`src/rtl/rom_dl_sequencer.sv`:
```
// Packs the data_io byte stream into 16-bit words and issues toggle-handshake writes to two SDRAM ports.
// Optional ROM_DL_CHECKSUM_EN adds a wrapping byte checksum; otherwise checksum is tied to zero.
module rom_dl_sequencer #(
  parameter logic [7:0]  ROM_INDEX = 8'h00,
  parameter logic [24:0] GFX_BASE  = 25'h10000,
  parameter int          AW        = 23
) (
  input  logic          clk_sys,
  input  logic          reset,
  input  logic          user_reset,
  input  logic          ioctl_downl,
  input  logic [7:0]    ioctl_index,
  input  logic          ioctl_wr,
  input  logic [24:0]   ioctl_addr,
  input  logic [7:0]    ioctl_dout,
  output logic          port1_req,
  input  logic          port1_ack,
  output logic [AW-1:0] port1_a,
  output logic [1:0]    port1_ds,
  output logic [15:0]   port1_d,
  output logic          port1_we,
  output logic          port2_req,
  input  logic          port2_ack,
  output logic [AW-1:0] port2_a,
  output logic [1:0]    port2_ds,
  output logic [15:0]   port2_d,
  output logic          port2_we,
  output logic          rom_loaded,
  output logic          core_reset,
  output logic          dl_overflow,
  output logic [15:0]   checksum
);
  localparam logic [23:0] GFX_WORD = GFX_BASE[24:1];

  typedef struct packed {
    logic          region;
    logic [AW-1:0] a;
    logic [1:0]    ds;
    logic [15:0]   d;
  } entry_t;

  typedef enum logic [1:0] {X_IDLE, X_ISSUE, X_WAIT} xstate_t;
  typedef enum logic [1:0] {D_IDLE, D_FLUSH, D_DONE} dstate_t;

  function automatic entry_t mk_entry(input logic [23:0] word, input logic [1:0] ds,
                                      input logic [15:0] d);
    entry_t e;
    e.region = (word >= GFX_WORD);
    e.a      = e.region ? AW'(word - GFX_WORD) : AW'(word);
    e.ds     = ds;
    e.d      = d;
    return e;
  endfunction

  logic        wr_q, downl_q;
  logic        pend_valid_q, pend_valid_d;
  logic [23:0] pend_addr_q, pend_addr_d;
  logic [7:0]  pend_lo_q, pend_lo_d;
  entry_t      fifo_q [2];
  entry_t      fifo_d [2];
  logic [1:0]  cnt_q, cnt_d;
  logic        ovf_q, ovf_d;
  xstate_t     x_q, x_d;
  dstate_t     dl_q, dl_d;
  logic        p1_req_q, p1_we_q, p2_req_q, p2_we_q;
  logic [AW-1:0] p1_a_q, p2_a_q;
  logic [1:0]  p1_ds_q, p2_ds_q;
  logic [15:0] p1_d_q, p2_d_q;
  logic        loaded_q, core_rst_q;

  // Byte acceptance and end-of-download qualification
  logic        idx_ok, accept, dl_end, same_word;
  logic [23:0] word;
  assign idx_ok    = (ioctl_index == ROM_INDEX);
  assign accept    = ioctl_wr & ~wr_q & ioctl_downl & idx_ok;
  assign dl_end    = downl_q & ~ioctl_downl & idx_ok;
  assign word      = ioctl_addr[24:1];
  assign same_word = pend_valid_q && (pend_addr_q == word);

  entry_t head, ent_p, ent_n;
  logic   push_p, push_n, issue, pop, acked, set_loaded;
  assign head  = fifo_q[0];
  assign ent_p = mk_entry(pend_addr_q, 2'b01, {8'h00, pend_lo_q});

  // Packing: a stale pending half-word is always pushed ahead of the new word
  always_comb begin
    push_p       = 1'b0;
    push_n       = 1'b0;
    ent_n        = '0;
    pend_valid_d = pend_valid_q;
    pend_addr_d  = pend_addr_q;
    pend_lo_d    = pend_lo_q;
    if (accept) begin
      if (pend_valid_q && !same_word) push_p = 1'b1;
      if (!ioctl_addr[0]) begin
        pend_valid_d = 1'b1;
        pend_addr_d  = word;
        pend_lo_d    = ioctl_dout;
      end else if (same_word) begin
        push_n       = 1'b1;
        ent_n        = mk_entry(word, 2'b11, {ioctl_dout, pend_lo_q});
        pend_valid_d = 1'b0;
      end else begin
        push_n       = 1'b1;
        ent_n        = mk_entry(word, 2'b10, {ioctl_dout, 8'h00});
        pend_valid_d = 1'b0;
      end
    end else if (dl_end && pend_valid_q) begin
      push_p       = 1'b1;
      pend_valid_d = 1'b0;
    end
  end

  // Two-entry FIFO: pop shifts first, then up to two ordered pushes append
  always_comb begin
    fifo_d = fifo_q;
    cnt_d  = cnt_q;
    ovf_d  = ovf_q;
    if (pop) begin
      fifo_d[0] = fifo_q[1];
      cnt_d     = cnt_q - 2'd1;
    end
    if (push_p) begin
      if (cnt_d == 2'd2) ovf_d = 1'b1;
      else begin
        fifo_d[cnt_d[0]] = ent_p;
        cnt_d            = cnt_d + 2'd1;
      end
    end
    if (push_n) begin
      if (cnt_d == 2'd2) ovf_d = 1'b1;
      else begin
        fifo_d[cnt_d[0]] = ent_n;
        cnt_d            = cnt_d + 2'd1;
      end
    end
  end

  // Transfer FSM: state register
  always_ff @(posedge clk_sys) begin
    if (reset) x_q <= X_IDLE;
    else       x_q <= x_d;
  end

  // Transfer FSM: next state
  always_comb begin
    x_d = x_q;
    case (x_q)
      X_IDLE:  if (cnt_q != 2'd0) x_d = X_ISSUE;
      X_ISSUE: x_d = X_WAIT;
      X_WAIT:  if (acked) x_d = (cnt_d != 2'd0) ? X_ISSUE : X_IDLE;
      default: x_d = X_IDLE;
    endcase
  end

  // Transfer FSM: outputs. Ack is only looked at in WAIT, so stale ack edges after reset are ignored.
  always_comb begin
    acked = head.region ? (port2_ack == p2_req_q) : (port1_ack == p1_req_q);
    issue = (x_q == X_ISSUE);
    pop   = (x_q == X_WAIT) && acked;
  end

  // Download FSM: state register
  always_ff @(posedge clk_sys) begin
    if (reset) dl_q <= D_IDLE;
    else       dl_q <= dl_d;
  end

  // Download FSM: next state
  always_comb begin
    dl_d = dl_q;
    case (dl_q)
      D_IDLE:  if (dl_end) dl_d = D_FLUSH;
      D_FLUSH: if (cnt_q == 2'd0 && x_q == X_IDLE) dl_d = D_DONE;
      D_DONE:  dl_d = D_IDLE;
      default: dl_d = D_IDLE;
    endcase
  end

  // Download FSM: outputs
  always_comb begin
    set_loaded = (dl_q == D_DONE);
  end

  always_ff @(posedge clk_sys) begin
    if (reset) begin
      wr_q         <= 1'b0;
      downl_q      <= 1'b0;
      pend_valid_q <= 1'b0;
      pend_addr_q  <= '0;
      pend_lo_q    <= '0;
      fifo_q[0]    <= '0;
      fifo_q[1]    <= '0;
      cnt_q        <= '0;
      ovf_q        <= 1'b0;
      loaded_q     <= 1'b0;
      core_rst_q   <= 1'b1;
    end else begin
      wr_q         <= ioctl_wr;
      downl_q      <= ioctl_downl;
      pend_valid_q <= pend_valid_d;
      pend_addr_q  <= pend_addr_d;
      pend_lo_q    <= pend_lo_d;
      fifo_q       <= fifo_d;
      cnt_q        <= cnt_d;
      ovf_q        <= ovf_d;
      loaded_q     <= loaded_q | set_loaded;
      core_rst_q   <= user_reset | ~loaded_q;
    end
  end

  always_ff @(posedge clk_sys) begin
    if (reset) begin
      p1_req_q <= 1'b0; p1_we_q <= 1'b0; p1_a_q <= '0; p1_ds_q <= '0; p1_d_q <= '0;
      p2_req_q <= 1'b0; p2_we_q <= 1'b0; p2_a_q <= '0; p2_ds_q <= '0; p2_d_q <= '0;
    end else begin
      if (issue && !head.region) begin
        p1_req_q <= ~p1_req_q; p1_we_q <= 1'b1;
        p1_a_q <= head.a; p1_ds_q <= head.ds; p1_d_q <= head.d;
      end
      if (issue && head.region) begin
        p2_req_q <= ~p2_req_q; p2_we_q <= 1'b1;
        p2_a_q <= head.a; p2_ds_q <= head.ds; p2_d_q <= head.d;
      end
      if (pop && !head.region) p1_we_q <= 1'b0;
      if (pop && head.region)  p2_we_q <= 1'b0;
    end
  end

`ifdef ROM_DL_CHECKSUM_EN
  logic [15:0] csum_q;
  always_ff @(posedge clk_sys) begin
    if (reset)                         csum_q <= '0;
    else if (ioctl_downl && !downl_q)  csum_q <= '0;
    else if (accept && dl_q != D_DONE) csum_q <= csum_q + {8'h00, ioctl_dout};
  end
  assign checksum = csum_q;
`else
  assign checksum = 16'h0000;
`endif

  assign port1_req   = p1_req_q;
  assign port1_we    = p1_we_q;
  assign port1_a     = p1_a_q;
  assign port1_ds    = p1_ds_q;
  assign port1_d     = p1_d_q;
  assign port2_req   = p2_req_q;
  assign port2_we    = p2_we_q;
  assign port2_a     = p2_a_q;
  assign port2_ds    = p2_ds_q;
  assign port2_d     = p2_d_q;
  assign rom_loaded  = loaded_q;
  assign core_reset  = core_rst_q;
  assign dl_overflow = ovf_q;
endmodule

```
`config.mk`:
```
export PLATFORM = sky130hd
export DESIGN_NAME = rom_dl_sequencer
export DESIGN_NICKNAME = d
export VERILOG_FILES = /design/src/rtl/rom_dl_sequencer.sv
export SDC_FILE = /design/constraint.sdc
export NUM_CORES = 1
export LEC_CHECK = 0
export BUFFER_PORTS_ARGS = -buffer_cell sky130_fd_sc_hd__buf_4
export CAP_MARGIN = 20
export CORE_UTILIZATION = 35
export CTS_BUF_LIST = sky130_fd_sc_hd__clkbuf_8
export DETAILED_ROUTE_END_ITERATION = 7
export REMOVE_ABC_BUFFERS = 1
export SLEW_MARGIN = 20
export SYNTH_ARGS = -nofsm -noshare
export SYNTH_HDL_FRONTEND = slang
export SYNTH_SLANG_ARGS = --single-unit
```
`constraint.sdc`:
```
create_clock -name clk_sys -period 3.9 [get_ports clk_sys]
set_input_delay 1.17 -clock clk_sys [delete_from_list [all_inputs] [get_ports clk_sys]]
set_output_delay 1.17 -clock clk_sys [all_outputs]
set_load 0.05 [all_outputs]
```
# [Word-level counts from Yosys, hierarchy flattened]
# Index checks and enable logic that the tools add are counted.
[totals] reg_bits=214 output_inout_bits=105 word_cells=134
[op_classes] add_sub_neg=5 order_cmp=6 n_eq_ne=13 mux=41 bitwise_logic=15 reduce_logical=25
[op_table] operator="$mux 84" count=4
[op_table] operator="$mux 42" count=5
[op_table] operator="$bwmux 84" count=2
[op_table] operator="$demux 42 s1" count=2
[op_table] operator="$ge 24x16->1 const B" count=2
[op_table] operator="$mux 23" count=2
[op_table] operator="$sub 23x16->23 const B" count=2
[op_table] operator="$eq 24x24->1" count=1
[op_table] operator="$mux 2" count=9
[op_table] operator="$mux 17" count=1
[op_table] operator="$mux 1" count=14
[op_table] operator="$logic_and 1x1->1" count=11
[op_table] operator="$eq 2x2->1 const B" count=4
[op_table] operator="$logic_not 8->1" count=1
[op_table] operator="$ne 2x2->1 const B" count=4
[op_table] operator="$logic_not 2->1" count=3
[op_table] operator="$not 1->1" count=6
[op_table] operator="$pmux 2 s3" count=1
[op_table] operator="$reduce_and 2->1" count=3
[op_table] operator="$reduce_bool 2->1" count=3
[op_table] operator="$and 1x1->1" count=5
[op_table] operator="$add 2x1->2 const B" count=2
[op_table] operator="$eq 2x1->1 const B" count=2
[op_table] operator="$ge 2x2->1 const B" count=2
[op_table] operator="other kinds (8)" count=14

# [Longest topological paths before layout]
[depth] ltp_word=15 depth_mapped=16 depth_no_buf=13

# [Worst setup path after synthesis]
# Ideal clock, no wire load.
[synth_timing] path_kind="input to register" from="input ioctl_index[1]" to="register fifo_q[42] (netlist name)" arrival_ps=3854 required_time_ps=3786 path_slack_ps=-68 cell_stages=13 path_buffers=1 path_cell_list="nor4_2 nand3_1 nor3_4 a21oi_4 mux2_2 inv_1 ha_1 or2_2 nor2_1 mux2_4 buf_2 nor3_1 a21o_1"
[synth_between] elab_chain_len=14 elab_cells_between_ends=20
[synth_lines] item="start, declared" line_no="12" rtl="input logic [7:0] ioctl_index,"
[synth_lines] item="$logic_not 8->1 *" line_no="74" rtl="assign idx_ok = (ioctl_index == ROM_INDEX);"
[synth_lines] item="$and 1x1->1" line_no="76" rtl="assign dl_end = downl_q & ~ioctl_downl & idx_ok;"
[synth_lines] item="$logic_and 1x1->1" line_no="108" rtl="end else if (dl_end && pend_valid_q) begin"
[synth_lines] item="$mux 1" line_no="108"
[synth_lines] item="$mux 1" line_no="93" rtl="if (accept) begin"
[synth_lines] item="$mux 2" line_no="123" rtl="if (push_p) begin"
[synth_lines] item="$not 1->2 (not written as such)" line_no="133" rtl="fifo_d[cnt_d[0]] = ent_n;"
[synth_lines] item="$ge 2x2->1 (not written as such) or $lt 2x1->1 (tied branches)" line_no="133"
[synth_lines] item="$logic_and 1x1->1 (not written as such)" line_no="133"
[synth_lines] item="$mux 42 (not written as such)" line_no="133"
[synth_lines] item="$demux 42 s1" line_no="133"
[synth_lines] item="$bwmux 84" line_no="133"
[synth_lines] item="$mux 84" line_no="131" rtl="if (cnt_d == 2'd2) ovf_d = 1'b1;"
[synth_lines] item="$mux 84 *" line_no="130" rtl="if (push_n) begin"
[synth_lines] item="end signal, assigned" line_no="204" rtl="fifo_q <= fifo_d;"
[synth_lines] item="end, declared" line_no="59" rtl="entry_t fifo_q [2];"
# Mark *: on every way between the ends. The rest lies on a longest branch, timed or not.
# A chain may end at the register's enable or synchronous reset.

# [Final worst setup path]
[layout_timing] from="input ioctl_index[5]" to="register fifo_q[43] (netlist name)"
# Same word-level chain as after synthesis.

==> results_dict.tcl <==
set metrics [dict create \
    drc 0 \
    cp-start-kind "input pin" \
    clockBufferDepth 3 \
    initial_utilization 0.357 \
    syn-instance-count 1167 \
    arrival_ns 3.97 \
    finalCritPeriodShare 0.895 \
    post-route-cell-area_sq_mm 0.0122 \
    finClkSkew_ns 0.0147 \
    vias 8563 \
    die_x_um 167 \
    fp-row-count 60 \
    worst_slew_pin_slew_ns 1.06 \
    r2r-start "x_q[1]" \
    hold_start "rom_loaded" \
    grt_use_total 0.194 \
    final-hold-violation-count 0 \
    drt_pre_antenna_iters 7 \
    ys_async_sr_fraction 0 \
    drive_above_1_share 0.246 \
    status "finished clean" \
    holdWs_ns 0.416 \
    crit_start "ioctl_index[5]" \
    dieArea_sq_mm 0.0280 \
    setup_viol_count_final 0 \
    area.growth.synth_to_final_pct 26.8 \
    cts.sinks 214 \
    placeableCoreArea_sq_mm 0.0269 \
    fillCellCount 2701 \
    grt_pass1_vias 8331 \
    crit_required_ns 4.38 \
    finalWirelength_mm 27.2 \
    final_nets 1389 \
    die_h_um 167 \
    endpoint_kind "register" \
    io_buffers 136 \
    cts_tree "built" \
    clk_latency_ns 0.54 \
    cts-htree-levels 2 \
    syn_area_per_cell_sq_um 8.21 \
    slew_violations 0 \
    gp_congestion 0.855 \
    finalSetupTns_ns 0 \
    postCtsSetupRepairBufs 0 \
    period_minus_slack_ns 3.49 \
    seq_area_frac_synth 0.447 \
    post_dp_cell_area_sq_mm 0.0113 \
    p_leak_nw 4.73 \
    cts_hold_buffers 0 \
    synth_warnings 0 \
    multi_input_area_sq_mm 0.00485 \
    ys_types 56 \
    register_area_sq_mm 0.00428 \
    maxCapViolCount 0 \
    root_buffer "clkbuf_8" \
    dpl.hpwl_mm 17.6 \
    antenna_left 0 \
    rsz0062_at_grt "false" \
    io_pins 153 \
    avgRoutedWirePerCell_um 16.0 \
    cp_max_fo 14 \
    diodes 0 \
    synthFlopType "dfxtp_1" \
    synth_edf_count 0 \
    cts_resized 0 \
    finalPower_w 0.00465 \
    yosys_register_bits 214 \
    path_class "input pin to register" \
    grt_pass1_wl_mm 43.8 \
    overflow 0 \
    max_freq_mhz 286 \
    hold_class "register to register" \
    powerDensity_mw_per_mm2 382 \
    clk_pin_slew_ns 0.06 \
    antenna_found_initial 0 \
    grt_max_degree 67 \
    drt-vias-per-instance 5.02 \
    syn_area_sq_mm 0.00958 \
    drt_iter0_drc 493 \
    slew_headroom 0.295 \
    irDropWorstVdd_uv 248 \
    cts_buffers 40 \
]
power by group:
| group | switching, W | internal (W) | total, W |
|---|---|---|---|
| Sequential | 0.000000665 | 0.00219 | 0.00219 |
| Combinational | 0.000123 | 0.0000708 | 0.000194 |
| Clock | 0.000964 | 0.00130 | 0.00227 |
sequential cells by signal, summed over array words and instances (netlist names):
register,flops
fifo_q,84
pend_addr_q,24
port1_a,23
port2_a,23
port1_d,16
port2_d,16
pend_lo_q,8
cnt_q,2
dl_q,2
port1_ds,2
port2_ds,2
x_q,2
core_reset,1
dl_overflow,1
downl_q,1
pend_valid_q,1
port1_req,1
port1_we,1
port2_req,1
port2_we,1
rom_loaded,1
wr_q,1
through the flow:
| stage | std cells | worst slack [ns] | utilization |
|---|---|---|---|
| after global placement | 1633 | -0.0910 | 0.420 |
| final | 1706 | 0.408 | 0.452 |
| after detailed placement | 1633 | -0.130 | 0.420 |
| after CTS | 1706 | 0.426 | 0.452 |
| after floorplan | 1084 | -3.01 | - |
| after global routing | 1706 | 0.219 | 0.452 |
placed cells by master (no fill, tap or decap), types with 6 or more instances in the layout:
master,instances
nand2_1,336
dfxtp_1,214
buf_4,198
a21oi_1,174
clkbuf_8,54
nor2_1,45
mux2i_1,40
xnor2_1,29
nand3_1,25
inv_1,24
o211ai_1,22
nor3_1,17
mux2_2,16
conb_1,16
a21oi_2,13
a211oi_2,13
a21o_1,10
buf_12,9
a22o_1,8
xor2_1,7
nand4_1,7
ha_1,7
clkinv_2,7
nand2b_1,6
o21ai_0,6
per-layer routing:
metal | GRT usage | vias to the layer above | routed length (um)
li1 | - | 4241 | -
met1 | 0.256 | 4067 | 12700
met3 | 0.0295 | 51 | 1110
met5 | 0 | - | 0
met4 | 0.0650 | 0 | 642
met2 | 0.322 | 204 | 12800
cells in the mapped netlist (all sizes together), types with 2 or more instances:
master	count	area (sq um)
nor2b	3	18.8
ha	7	87.6
nand2b	7	43.8
and3b	2	17.5
xor2	7	61.3
a211oi	19	220
inv	16	60.1
o21ai	6	30.0
mux2i	42	445
a21o	10	75.1
dfxtp	214	4280
buf	44	285
mux2	18	210
and3	2	12.5
a22o	8	70.1
nand2	337	1260
nor4	5	73.8
clkbuf	54	203
nor3	19	118
nand4	7	43.8
or4	3	22.5
a31oi	2	12.5
nor4b	3	26.3
o211ai	22	165
o21a	3	22.5
nand3	25	125
nor2	46	173
and2	3	18.8
a21oi	188	1000
or3	5	31.3
xnor2	30	282
worst paths after layout:
| check | to | slack (ns) | cells after the start |
|---|---|---|---|
| setup / recovery | fifo_q[43] | 0.41 | 16 |
| hold / removal | core_reset | 0.42 | 1 |
| setup reg to reg | fifo_q[43] | 0.57 | 15 |
| hold reg to reg | core_reset | 0.42 | 1 |
worst max-delay path, stage by stage:
cell     delay [ns]
buf_4          0.11
nor4_2         0.35
buf_4          0.18
and2_1         0.13
nand3_1        0.13
a21oi_4        0.20
mux2_2         0.37
inv_1          0.06
ha_1           0.18
or2_2          0.14
nor2_1         0.04
buf_4          0.14
mux2_4         0.31
buf_12         0.16
nor3_1         0.20
a21o_1         0.10
kinds of logic (layout without fill, tap and decap cells):
group                    after synthesis  in the layout  share of synthesized area
flip-flops                           214            214                      0.447
XOR/XNOR                              37             37                     0.0358
AO/OA/AOI/OAI                        263            263                      0.171
other                                  1             16                   0.000391
multiplexers                          60             60                     0.0684
adder cells (fa/ha/maj)                7              7                    0.00914
AND/OR/NAND/NOR                      471            471                      0.211
buffers and inverters                114            297                     0.0572
area by class of cell:
| cell class | count | share of cell area |
|---|---|---|
| clock buffer | 54 | 0.0611 |
| sequential | 214 | 0.352 |
| tap | 341 | 0.0351 |
| timing repair buffer | 208 | 0.138 |
| multi-input combinational | 854 | 0.399 |
| clock inverter | 19 | 0.00937 |
| inverter | 16 | 0.00494 |
(Power assumes the default switching activity.)
